### src/rtl/key_mode_ctrl_if.sv
// Bundles the button/switch inputs and the mode outputs of key_mode_ctrl.
//   key_n    : raw push-button, 0 = pressed, asynchronous
//   sw       : raw mode switches, asynchronous
//   mode     : current mode code (0-3 switch modes, F = pause)
//   mode_stb : one-cycle pulse when mode takes a new value
//   pressed  : debounced button level, 1 = held
interface key_mode_ctrl_if;
  logic       key_n;
  logic [1:0] sw;
  logic [3:0] mode;
  logic       mode_stb;
  logic       pressed;

  // Stimulus side drives the raw inputs.
  modport master (
    output key_n,
    output sw,
    input  mode,
    input  mode_stb,
    input  pressed
  );

  // Controller side.
  modport slave (
    input  key_n,
    input  sw,
    output mode,
    output mode_stb,
    output pressed
  );
endinterface

### src/rtl/key_mode_ctrl.sv
// Synchronizes and debounces the push-button and mode switches, loads the
// switch value into the mode register on a confirmed press, and issues the
// pause code after a long continuous hold.
//   clock : system clock
//   reset : synchronous, active-high
//   bus   : key_mode_ctrl_if.slave (key_n, sw in; mode, mode_stb, pressed out)
module key_mode_ctrl #(
  parameter int unsigned DEBOUNCE_CYCLES = 500000,
  parameter int unsigned LONG_CYCLES     = 10000000
) (
  input  logic            clock,
  input  logic            reset,
  key_mode_ctrl_if.slave  bus
);

  localparam int unsigned CNT_W  = $clog2(DEBOUNCE_CYCLES);
  localparam int unsigned HOLD_W = $clog2(LONG_CYCLES + 1);

  typedef enum logic [1:0] {
    IDLE       = 2'd0,
    PRESS_DB   = 2'd1,
    HELD       = 2'd2,
    RELEASE_DB = 2'd3
  } state_t;

  state_t              state, state_nx;
  logic [CNT_W-1:0]    cnt, cnt_nx;
  logic [HOLD_W-1:0]   hold_cnt, hold_cnt_nx;
  logic                long_done, long_done_nx;
  logic [3:0]          mode_q, mode_nx;
  logic                stb_q, stb_nx;
  logic                pressed_q, pressed_nx;

  logic                key_m, key_s;
  logic [1:0]          sw_m, sw_s;
  logic                press;

  assign press = ~key_s;

  // State, counters, outputs and two-flop synchronizers.
  always_ff @(posedge clock) begin
    if (reset) begin
      state     <= IDLE;
      cnt       <= '0;
      hold_cnt  <= '0;
      long_done <= 1'b0;
      mode_q    <= 4'h0;
      stb_q     <= 1'b0;
      pressed_q <= 1'b0;
      key_m     <= 1'b1;
      key_s     <= 1'b1;
      sw_m      <= 2'b00;
      sw_s      <= 2'b00;
    end else begin
      state     <= state_nx;
      cnt       <= cnt_nx;
      hold_cnt  <= hold_cnt_nx;
      long_done <= long_done_nx;
      mode_q    <= mode_nx;
      stb_q     <= stb_nx;
      pressed_q <= pressed_nx;
      key_m     <= bus.key_n;
      key_s     <= key_m;
      sw_m      <= bus.sw;
      sw_s      <= sw_m;
    end
  end

  // Next-state and next-output logic.
  always_comb begin
    state_nx     = state;
    cnt_nx       = cnt;
    hold_cnt_nx  = hold_cnt;
    long_done_nx = long_done;
    mode_nx      = mode_q;
    stb_nx       = 1'b0;

    unique case (state)
      IDLE: begin
        cnt_nx = '0;
        if (press) state_nx = PRESS_DB;
      end
      PRESS_DB: begin
        if (!press) begin
          state_nx = IDLE;
          cnt_nx   = '0;
        end else if (cnt == CNT_W'(DEBOUNCE_CYCLES - 1)) begin
          state_nx     = HELD;
          cnt_nx       = '0;
          mode_nx      = {2'b00, sw_s};
          stb_nx       = 1'b1;
          hold_cnt_nx  = '0;
          long_done_nx = 1'b0;
        end else begin
          cnt_nx = cnt + CNT_W'(1);
        end
      end
      HELD: begin
        // A release sample wins over the long-press threshold.
        if (!press) begin
          state_nx = RELEASE_DB;
          cnt_nx   = '0;
        end else begin
          if (hold_cnt != HOLD_W'(LONG_CYCLES)) hold_cnt_nx = hold_cnt + HOLD_W'(1);
          if (hold_cnt == HOLD_W'(LONG_CYCLES - 1) && !long_done) begin
            mode_nx      = 4'hF;
            stb_nx       = 1'b1;
            long_done_nx = 1'b1;
          end
        end
      end
      RELEASE_DB: begin
        // hold_cnt/long_done kept so a glitch does not restart long-press timing.
        if (press) begin
          state_nx = HELD;
          cnt_nx   = '0;
        end else if (cnt == CNT_W'(DEBOUNCE_CYCLES - 1)) begin
          state_nx = IDLE;
          cnt_nx   = '0;
        end else begin
          cnt_nx = cnt + CNT_W'(1);
        end
      end
      default: state_nx = IDLE;
    endcase

    pressed_nx = (state_nx == HELD) || (state_nx == RELEASE_DB);
  end

  assign bus.mode     = mode_q;
  assign bus.mode_stb = stb_q;
  assign bus.pressed  = pressed_q;

endmodule
### src/flat_wrapper.sv
// flat-port wrapper written by rule: the top's interface ports become plain ports
module key_mode_ctrl_flat 
#(
  parameter int unsigned DEBOUNCE_CYCLES = 500000,
  parameter int unsigned LONG_CYCLES     = 10000000
)
  (clock, reset, bus_key_n, bus_sw, bus_mode, bus_mode_stb, bus_pressed);
  key_mode_ctrl_if bus_i ();
  input  logic clock;
  input  logic reset;
  input wire logic [$bits(bus_i.key_n)-1:0] bus_key_n;
  input wire logic [$bits(bus_i.sw)-1:0] bus_sw;
  output wire logic [$bits(bus_i.mode)-1:0] bus_mode;
  output wire logic [$bits(bus_i.mode_stb)-1:0] bus_mode_stb;
  output wire logic [$bits(bus_i.pressed)-1:0] bus_pressed;
  assign bus_i.key_n = bus_key_n;
  assign bus_i.sw = bus_sw;
  assign bus_mode = bus_i.mode;
  assign bus_mode_stb = bus_i.mode_stb;
  assign bus_pressed = bus_i.pressed;
  key_mode_ctrl #(.DEBOUNCE_CYCLES(DEBOUNCE_CYCLES), .LONG_CYCLES(LONG_CYCLES)) u_core (.clock(clock), .reset(reset), .bus(bus_i));
endmodule
### config.mk
export PLATFORM = sky130hd
export DESIGN_NAME = key_mode_ctrl_flat
export DESIGN_NICKNAME = d
export VERILOG_FILES = /design/src/rtl/key_mode_ctrl_if.sv /design/src/rtl/key_mode_ctrl.sv /design/src/flat_wrapper.sv
export SDC_FILE = /design/constraint.sdc
export NUM_CORES = 1
export LEC_CHECK = 0
export CAP_MARGIN = 20
export CORE_UTILIZATION = 35
export DETAILED_ROUTE_END_ITERATION = 10
export PLACE_DENSITY_LB_ADDON = 0.1
export SLEW_MARGIN = 40
export SYNTH_ARGS = -nofsm -noshare
export SYNTH_HDL_FRONTEND = slang
export SYNTH_SLANG_ARGS = --single-unit
### constraint.sdc
create_clock -name clock -period 3.27 [get_ports clock]
set_clock_uncertainty 0.2 [all_clocks]
set_input_delay 0.654 -clock clock [delete_from_list [all_inputs] [get_ports clock]]
set_output_delay 0.654 -clock clock [all_outputs]
set_load 0.1 [all_outputs]
### Word-level counts from Yosys, hierarchy flattened

Cells that the tools add are included.

| word-level totals | value |
|---|---|
| register bits | 58 |
| input port bits | 5 |
| output and inout bits | 6 |
| word-level logic and storage cells | 66 |

| cells by class | value |
|---|---|
| add/sub/neg operators | 2 |
| equality and inequality tests | 14 |
| mux-type cells | 32 |
| reductions and logical operators | 7 |

Operator list:

| cell | count |
|---|---|
| two-way mux 24 bit | 4 |
| two-way mux 19 bit | 4 |
| case mux 19 bit (4 select lines) | 1 |
| case mux 24 bit (2 select lines) | 1 |
| adder 24 x 1 -> 24 bit (second input constant) | 1 |
| equality test 24 bit (second input constant) | 1 |
| != test 24 bit (second input constant) | 1 |
| adder 19 x 1 -> 19 bit (second input constant) | 1 |
| equality test 19 bit (second input constant) | 1 |
| two-way mux 4 bit | 4 |
| two-way mux 2 bit | 6 |
| AND reduction 5 bit | 2 |
| equality test 2 bit (second input constant) | 4 |
| two-way mux 1 bit | 8 |
| != test 2 x 1 -> 1 bit (second input constant) | 4 |
| case mux 2 bit (4 select lines) | 1 |
| case mux 4 bit (2 select lines) | 1 |
| != test 2 bit (second input constant) | 2 |
| case mux 1 bit (2 select lines) | 2 |
| equality test 2 x 1 -> 1 bit (second input constant) | 1 |
| zero test 2 bit | 1 |
| nonzero test 2 bit | 1 |
| logical AND 1 bit | 1 |
| zero test 1 bit | 1 |
| logical OR 1 bit | 1 |

### Longest topological paths before layout

Gate-level depths: netlist of run 1.

| logic depth | value |
|---|---|
| depth after elaboration | 6 |
| depth in mapped cells | 9 |
| depth with buffers taken out | 7 |

### Worst setup path before layout of run 1

No wires, ideal clock.

| path | value |
|---|---|
| kind | register -> register |
| start point | register u_core.state[0] |
| end point | register u_core.hold_cnt[23] |
| setup time | 0.070 ns |
| arrival | 2.100 ns |
| data required time | 3.000 ns |
| slack | 0.900 ns |
| stages on the path, launching flop included | 9 |
| buffers on the path | 1 |
| period minus slack after synthesis | 2.370 ns |
| path through | dfxtp_1 > inv_1 > ha_1 > and4_1 > clkbuf_1 > nor3b_1 > nand4_1 > or4_1 > a21oi_1 |

| between the ends | value |
|---|---|
| longest elaborated chain between the ends | 3 |
| elaborated cells on any way between the ends | 9 |
| those cells by class | eq/ne (6); mux (1); reduce/logical (2) |

RTL lines:

| element | RTL line | RTL |
|---|---|---|
| from (decl) | key_mode_ctrl.sv:26 | `state_t state, state_nx;` |
| from (signal assigned) | key_mode_ctrl.sv:55 | `state <= state_nx;` |
| equality test 2 bit / equality test 2 x 1 -> 1 bit (equally long branches) | key_mode_ctrl.sv:78 | `unique case (state)` |
| != test 2 x 1 -> 1 bit (no source line) (tied with other cells) | -- |  |
| AND reduction 5 bit (no source line) | -- |  |
| to (signal assigned) | key_mode_ctrl.sv:57 | `hold_cnt <= hold_cnt_nx;` |
| to (decl) | key_mode_ctrl.sv:28 | `logic [HOLD_W-1:0] hold_cnt, hold_cnt_nx;` |

Several ways; a longest one is shown, not always the timed one.
A chain may end at the register's enable or synchronous reset.

### Final worst setup path of run 1

| path | value |
|---|---|
| start point | register u_core.state[1] |
| end point | register u_core.hold_cnt[23] |

Same word-level chain as after synthesis.

==> results of run 1 <==
-- through the flow --
stage | cells | utilization
finish | 458 | 0.394
global route | 458 | 0.394
CTS | 458 | 0.394
detailed placement | 450 | 0.382
global placement | 449 | 0.380
floorplan | 348 | -
-- critical path: stages (launching register included) --
cell	delay (ns)
dfxtp_1	0.41
inv_1	0.10
ha_1	0.43
and4_1	0.39
nor3b_1	0.38
nand4_1	0.16
or4_1	0.42
a21oi_1	0.14
-- final cells by class --
class	instances	area, µm²
repair buffers	16	138
clock buffers	6	82.6
flip-flops and latches	56	1120
clock inverters	2	10.0
multi-input cells	262	1690
fillers	847	4960
inverters	11	41.3
well taps	105	131
-- cell usage in the layout, fill, tap and decap left out, types with 3 or more instances in the layout --
cell type,Yosys,layout
nand2b_1,5,5
nor2b_1,6,6
o22ai_1,3,3
nand4_1,17,17
nor3_1,6,6
and4_1,6,6
buf_4,2,11
dfxtp_1,56,56
nand3_1,15,15
o31ai_1,11,11
o21ai_0,6,6
clkbuf_8,0,6
ha_1,7,7
xnor2_1,11,11
nand2_1,21,21
clkdlybuf4s50_1,0,4
nor2_1,34,34
and3_1,9,9
or3_1,8,8
inv_1,11,11
xor2_1,7,7
or4_1,17,17
a21oi_1,23,23
o211ai_1,6,6
a221oi_1,4,4
nor4_1,4,4
-- how the worst max path moves through the flow --
stage,end,slack (ns),cells after the start
after global routing,u_core.hold_cnt[23]$_SDFFE_PP0P_,0.44,7
final,u_core.hold_cnt[23]$_SDFFE_PP0P_,0.59,7
after detailed placement,u_core.hold_cnt[23]$_SDFFE_PP0P_,0.62,7
after CTS,u_core.hold_cnt[23]$_SDFFE_PP0P_,0.61,7
after global placement,u_core.hold_cnt[23]$_SDFFE_PP0P_,0.65,7
after floorplan,u_core.hold_cnt[23]$_SDFFE_PP0P_,0.90,8
-- power groups by stage --
stage	registers, µW	clock network [µW]	logic (µW)
after floorplan	704	0	18.3
after global placement	704	0	29.7
after detailed placement	704	0	30.4
after CTS	688	420	30.6
after global routing	689	448	33.2
final	688	402	30.4
-- logic make-up (layout without fill, tap and decap cells) --
kind of cell	Yosys count	count (layout)	share of synthesized area
compound gates	71	71	0.164
xor+xnor	18	18	0.0535
fa+ha+maj	7	7	0.0297
buf+inv	30	35	0.0446
flops	56	56	0.380
mux	1	1	0.00340
simple gates	165	165	0.324
-- per-layer routing --
| layer | up-vias | part of all wire | global-route usage |
|---|---|---|---|
| met5 | - | 0 | 0 |
| met3 | 7 | 0.021 | 0.0267 |
| met2 | 24 | 0.46 | 0.285 |
| li1 | 1312 | - | - |
| met1 | 1208 | 0.50 | 0.215 |
| met4 | 0 | 0.012 | 0.0538 |
-- flip-flops by register name, indices dropped and copies added, names as in the netlist --
| name | count |
|---|---|
| u_core.bus.mode | 3 |
| u_core.bus.mode_stb | 1 |
| u_core.bus.pressed | 1 |
| u_core.cnt | 19 |
| u_core.hold_cnt | 24 |
| u_core.key_m | 1 |
| u_core.key_s | 1 |
| u_core.state | 2 |
| u_core.sw_m | 2 |
| u_core.sw_s | 2 |
==> results.md, run 1 <==
- Rows: 33
- Int Power: 868 µW
- CP startpoint kind: register
- Ys async rst share: 0
- Cell taking the most area after synthesis: dfxtp_1
- Top_reg_cell synth: dfxtp_1
- Clock transition at path regs: 0.10 ns
- Sequential area share after synthesis: 0.380
- Post-route setup slack: 0.593 ns
- Reg2Reg Capture Point: u_core.hold_cnt[23]$_SDFFE_PP0P_
- Place WS: 0.622 ns
- Max Clock Freq: 373 MHz
- Synth Warn #: 0
- First-pass GRT wire length: 11.7 mm
- Grt ovf: 0
- Clock Sinks: 56
- Max-cap violations: 0
- DR WL/cell: 14.8 µm
- H-tree levels: 2
- Comb power frac: 0.027
- Reg2reg start: u_core.state[1]$_SDFF_PP0_
- HPWL Detailed: 4.79 mm
- Synthesized cell area: 0.00295 mm²
- Design Power: 1120 µW
- Vias in the first global route: 2,387
- Clock buffer depth: 2
- Post-route ant nets: 0
- Layout Nets: 364
- Unrepaired setup endpoints after global routing: false
- Die Height: 93.8 µm
- Mapped Nets: 360
- Crit path time final: 2.68 ns
- DRT Pass-1 Iters: 5
- Number of enable flip-flop cells after synthesis: 0
- CTS tree: yes
- Leak pwr: 0.000994 µW
- Hold depth: 1
- Vias: 2,551
- Via-to-Cell Ratio: 5.57
- Most frequent cell after synthesis: dfxtp_1
- Synth area leaders: dfxtp_1 (38%), nor2_1 (4.3%), or4_1 (4.3%), a21oi_1 (3.9%), nand4_1 (3.6%)
- Syn_area_per_cell: 8.47 µm²
- Yosys cell types: 55
- Layout area overhead: 9.21%
- Port bufs: 10
- Initial DRC count: 66
- Global Route Usage Sum: 0.168
- Synth top cells by count: dfxtp_1 (56), nor2_1 (34), a21oi_1 (23), nand2_1 (21)
- P_sw: 253 µW
- Setup TNS: 0 ns
- Clk_lat worst skew: 0.32 ns
- Synth Instances: 348
- Core ar.: 0.00818 mm²
- Worst Setup End Kind: register
- Crit Path Max Fanout: 8
- Placed cell area: 0.00313 mm²
- Gpl congestion: 0.791
- Worst hold margin: 0.219 ns
- Hold Vio Cnt, Final: 0
- Inserted Diodes: 0
- Die span in x: 93.8 µm
- Min-Delay Startpoint: u_core.key_m$_SDFF_PP1_
- Root Driver: clkbuf_8
- Clock share of power: 0.359
- # Post-CTS Setup Buffers: 0
- I/O pin total: 11
- Max Slew Vio Count: 0
- Finished Cell Area: 0.00322 mm²
- Worst ir drop on vdd: 0.000156 V
- Setup violators final: 0
- FF+latch count, synth: 56
- Reg2reg path depth: 7
- Switching share of power: 0.226
- Data required, critical path: 3.32 ns
- Fraction of layout cells with a size suffix above 1: 0.0850
- # resized after CTS: 0
- PD cells: 348 mW/mm²
- Yosys top cell area share: 0.380
- Residual DRC: 0
- Pin count of the biggest net entering global routing: 28
- Post-Route WL: 6.80 mm
- Num CTS Buffers: 5
- Status: finished, final reports clean
- Seq pwr share: 0.614
- Starting Density: 0.360
- Hold Path Sink: u_core.key_s$_SDFF_PP1_
- Slew headroom: 0.503
- Initial antenna violation count: 0
- Data arrival, critical path: 2.73 ns
- Worst Tran Pin Value: 0.745 ns
- Hold bufs inserted after CTS: 0
- Die ar.: 0.00879 mm²
- Reg2reg setup slack: 0.59 ns
- Critical Setup Path Class: reg2reg
- Critical Path Source: u_core.state[1]$_SDFF_PP0_
- HP Class: reg2reg
- Post-route clock period utilization: 0.819
Power figures use the tool's default switching activity.
==> run 2, diff against run 1 <==
==> constraint.sdc (replaced) <==
create_clock -name clock -period 2.5 [get_ports clock]
set_clock_uncertainty 0.2 [all_clocks]
set_input_delay 0.5 -clock clock [delete_from_list [all_inputs] [get_ports clock]]
set_output_delay 0.5 -clock clock [all_outputs]
set_load 0.1 [all_outputs]
==> run 2 against run 1 <==
Utilization is 2.9 points higher. Clock power is 28% higher. Sequential power is 31% higher. Via count is 6.2% higher. Worst setup slack worse by 0.46 ns. Global-route usage is 0.49 points higher. Cell area is 7.4% higher. Fmax is 13% higher. Hold slack better by 0.011 ns. Clock-buffer cell count is 1 lower. Highest routed layer unchanged. First-iteration DRC count is 88% higher. Final cell count is 6.6% higher.
==> results.md, run 2 (synthesis gave the netlist of run 1 again) <==
- CP max stage delay: 0.56 ns (+0.13 ns)
- Setup violators final: 0 (unchanged)
- Root Driver: clkbuf_8
- Vias in the first global route: 2,513 (+5.3%)
- Num CTS Buffers: 5 (unchanged)
- Reg2Reg Capture Point: u_core.hold_cnt[13]$_SDFFE_PP0P_
- Worst path bufs/invs: 1 (unchanged)
- Worst Setup End Kind: register
- Clock transition at path regs: 0.11 ns (about the same)
- Reg with most FFs: u_core.hold_cnt
- I/O pin total: 11 (unchanged)
- Crit Path Max Fanout: 17 (+9)
- Die span in x: 93.8 µm (unchanged)
- Highest-count cells in the layout ignoring fill and taps: dfxtp_1 (55), buf_4 (41), nor2_1 (34), a21oi_1 (23), nand2_1 (21)
- CP startpoint kind: register
- Reg2reg path depth: 6 (-1)
- Unrepaired setup endpoints after global routing: true
- Post-route ant nets: 0 (unchanged)
- HPWL Detailed: 5.32 mm (+11%)
- Critical Path Source: u_core.state[0]$_SDFF_PP0_
- Worst hold margin: 0.230 ns (+0.0106 ns)
- Gpl congestion: 0.812 (+2.6%)
- DR WL/cell: 15.3 µm (+3.2%)
- Pin count of the biggest net entering global routing: 35 (+25%)
- Max Slew Vio Count: 0 (unchanged)
- Hold Vio Cnt, Final: 0 (unchanged)
- Final std cells w/o fill: 488 (+6.6%)
- Layout Nets: 394 (+8.2%)
- First-pass GRT wire length: 12.0 mm (+2.7%)
- Post-layout util: 0.423 (+0.0292)
- Commonest non-fill, non-tap cell in the layout: dfxtp_1
- Critical Setup Path Class: reg2reg
- Port bufs: 10 (unchanged)
- Initial DRC count: 124 (+88%)
- Critical path's top delay family: compound AO/OA/AOI/OAI gates
- Clock buffer depth: 2 (unchanged)
- CP Capture Point: u_core.hold_cnt[13]$_SDFFE_PP0P_
- Design Power: 1460 µW (+30%)
- Worst ir drop on vdd: 0.000218 V (+39%)
- Starting Density: 0.360 (unchanged)
- Clock Sinks: 56 (unchanged)
- Inserted Diodes: 0 (unchanged)
- # Post-CTS Setup Buffers: 0 (unchanged)
- Filler cells: 828 (-2.2%)
- CTS tree: yes
- HP Class: reg2reg
- Reg2reg setup slack: 0.14 ns (-0.46 ns)
- Core ar.: 0.00818 mm² (unchanged)
- Die ar.: 0.00879 mm² (unchanged)
- Clk_lat worst skew: 0.31 ns (about the same)
- Placed insts: 479 (+6.4%)
- Layout area overhead: 17.3%
- Data required, critical path: 2.55 ns (-0.77 ns)
- Vias: 2,710 (+6.2%)
- Residual DRC: 0 (unchanged)
- Status: finished, final reports clean
- Max Clock Freq: 423 MHz (+13%)
- H-tree levels: 2 (unchanged)
- Levels on crit path: 6 (-1)
- Global Route Usage Sum: 0.173 (+0.00491)
- Largest register FFs: 24 (unchanged)
- Grt ovf: 0 (unchanged)
- Hold depth: 1 (unchanged)
- Data arrival, critical path: 2.42 ns (-0.31 ns)
- Crit-path cells: inv_1 > ha_1 > a21oi_1 > a31oi_4 > or4_1 > a21oi_1
- Placed cell area: 0.00334 mm² (+6.7%)
- Initial antenna violation count: 0 (unchanged)
- Post-route clock period utilization: 0.946 (+0.127)
- Crit path time final: 2.36 ns (-0.313 ns)
- Finished Cell Area: 0.00346 mm² (+7.4%)
- Fraction of layout cells with a size suffix above 1: 0.167 (+0.0821)
- Slowest library cell on the worst path: or4_1
- Via-to-Cell Ratio: 5.55 (-0.30%)
- Leak pwr: 0.00113 µW (+14%)
- Worst Tran Pin Value: 0.868 ns (+0.123 ns)
- Rows: 33 (unchanged)
- Die Height: 93.8 µm (unchanged)
- Reg2reg start: u_core.state[0]$_SDFF_PP0_
- DRT Pass-1 Iters: 4 (-1)
- Slew headroom: 0.419 (-0.0837)
- Max-cap violations: 0 (unchanged)
- Post-Route WL: 7.47 mm (+9.9%)
- CP most frequent cell: a21oi_1
- PD cells: 422 mW/mm² (+21%)
-- run 2: worst min-delay path by stage --
stage	startpoint	to	slack, ns
final	u_core.key_m$_SDFF_PP1_	u_core.key_s$_SDFF_PP1_	0.23
after global routing	u_core.key_m$_SDFF_PP1_	u_core.key_s$_SDFF_PP1_	0.25
after CTS	u_core.key_m$_SDFF_PP1_	u_core.key_s$_SDFF_PP1_	0.24
after detailed placement	u_core.key_m$_SDFF_PP1_	u_core.key_s$_SDFF_PP1_	0.21
after global placement	u_core.key_m$_SDFF_PP1_	u_core.key_s$_SDFF_PP1_	0.20
after floorplan	u_core.key_m$_SDFF_PP1_	u_core.key_s$_SDFF_PP1_	0.19
-- run 2: through the flow --
stage	worst slack (ns)	TNS, ns
after floorplan	0.130	0
after global placement	0.119	0
after detailed placement	0.114	0
after CTS	0.0805	0
after global routing	-0.00863	-0.0200
final	0.135	0
-- run 2: layout make-up --
type,count,area (µm²),share of cell area
Inverter,11,41.3,0.0119
Multi-Input combinational cell,263,1720,0.498
Timing Repair Buffer,45,348,0.101
Clock buffer,5,68.8,0.0199
Clock inverter,3,23.8,0.00688
Tap cell,105,131,0.0380
Sequential cell,56,1120,0.325
-- run 2: metal layers --
layer,wire length (µm),share of wire,global-route usage,up-vias
met5,0,0,0,-
met4,40,0.0054,0.0423,0
met3,228,0.031,0.0243,2
met2,3670,0.49,0.310,45
met1,3530,0.47,0.215,1299
li1,-,-,-,1364
-- run 2: power breakdown --
part	total, µW	switching (µW)	internal (µW)	leakage (µW)
clock network	514	315	199	0.0000404
logic	46.6	27.1	19.5	0.000641
registers	898	1.70	897	0.000453
-- run 2: what timing repair did --
item | in CTS | in global routing
hold buffers | 0 | 0
endpoints found under the setup margin | 0 | 14
resized for setup | 0 | 5
hold endpoints to repair | 0 | 0
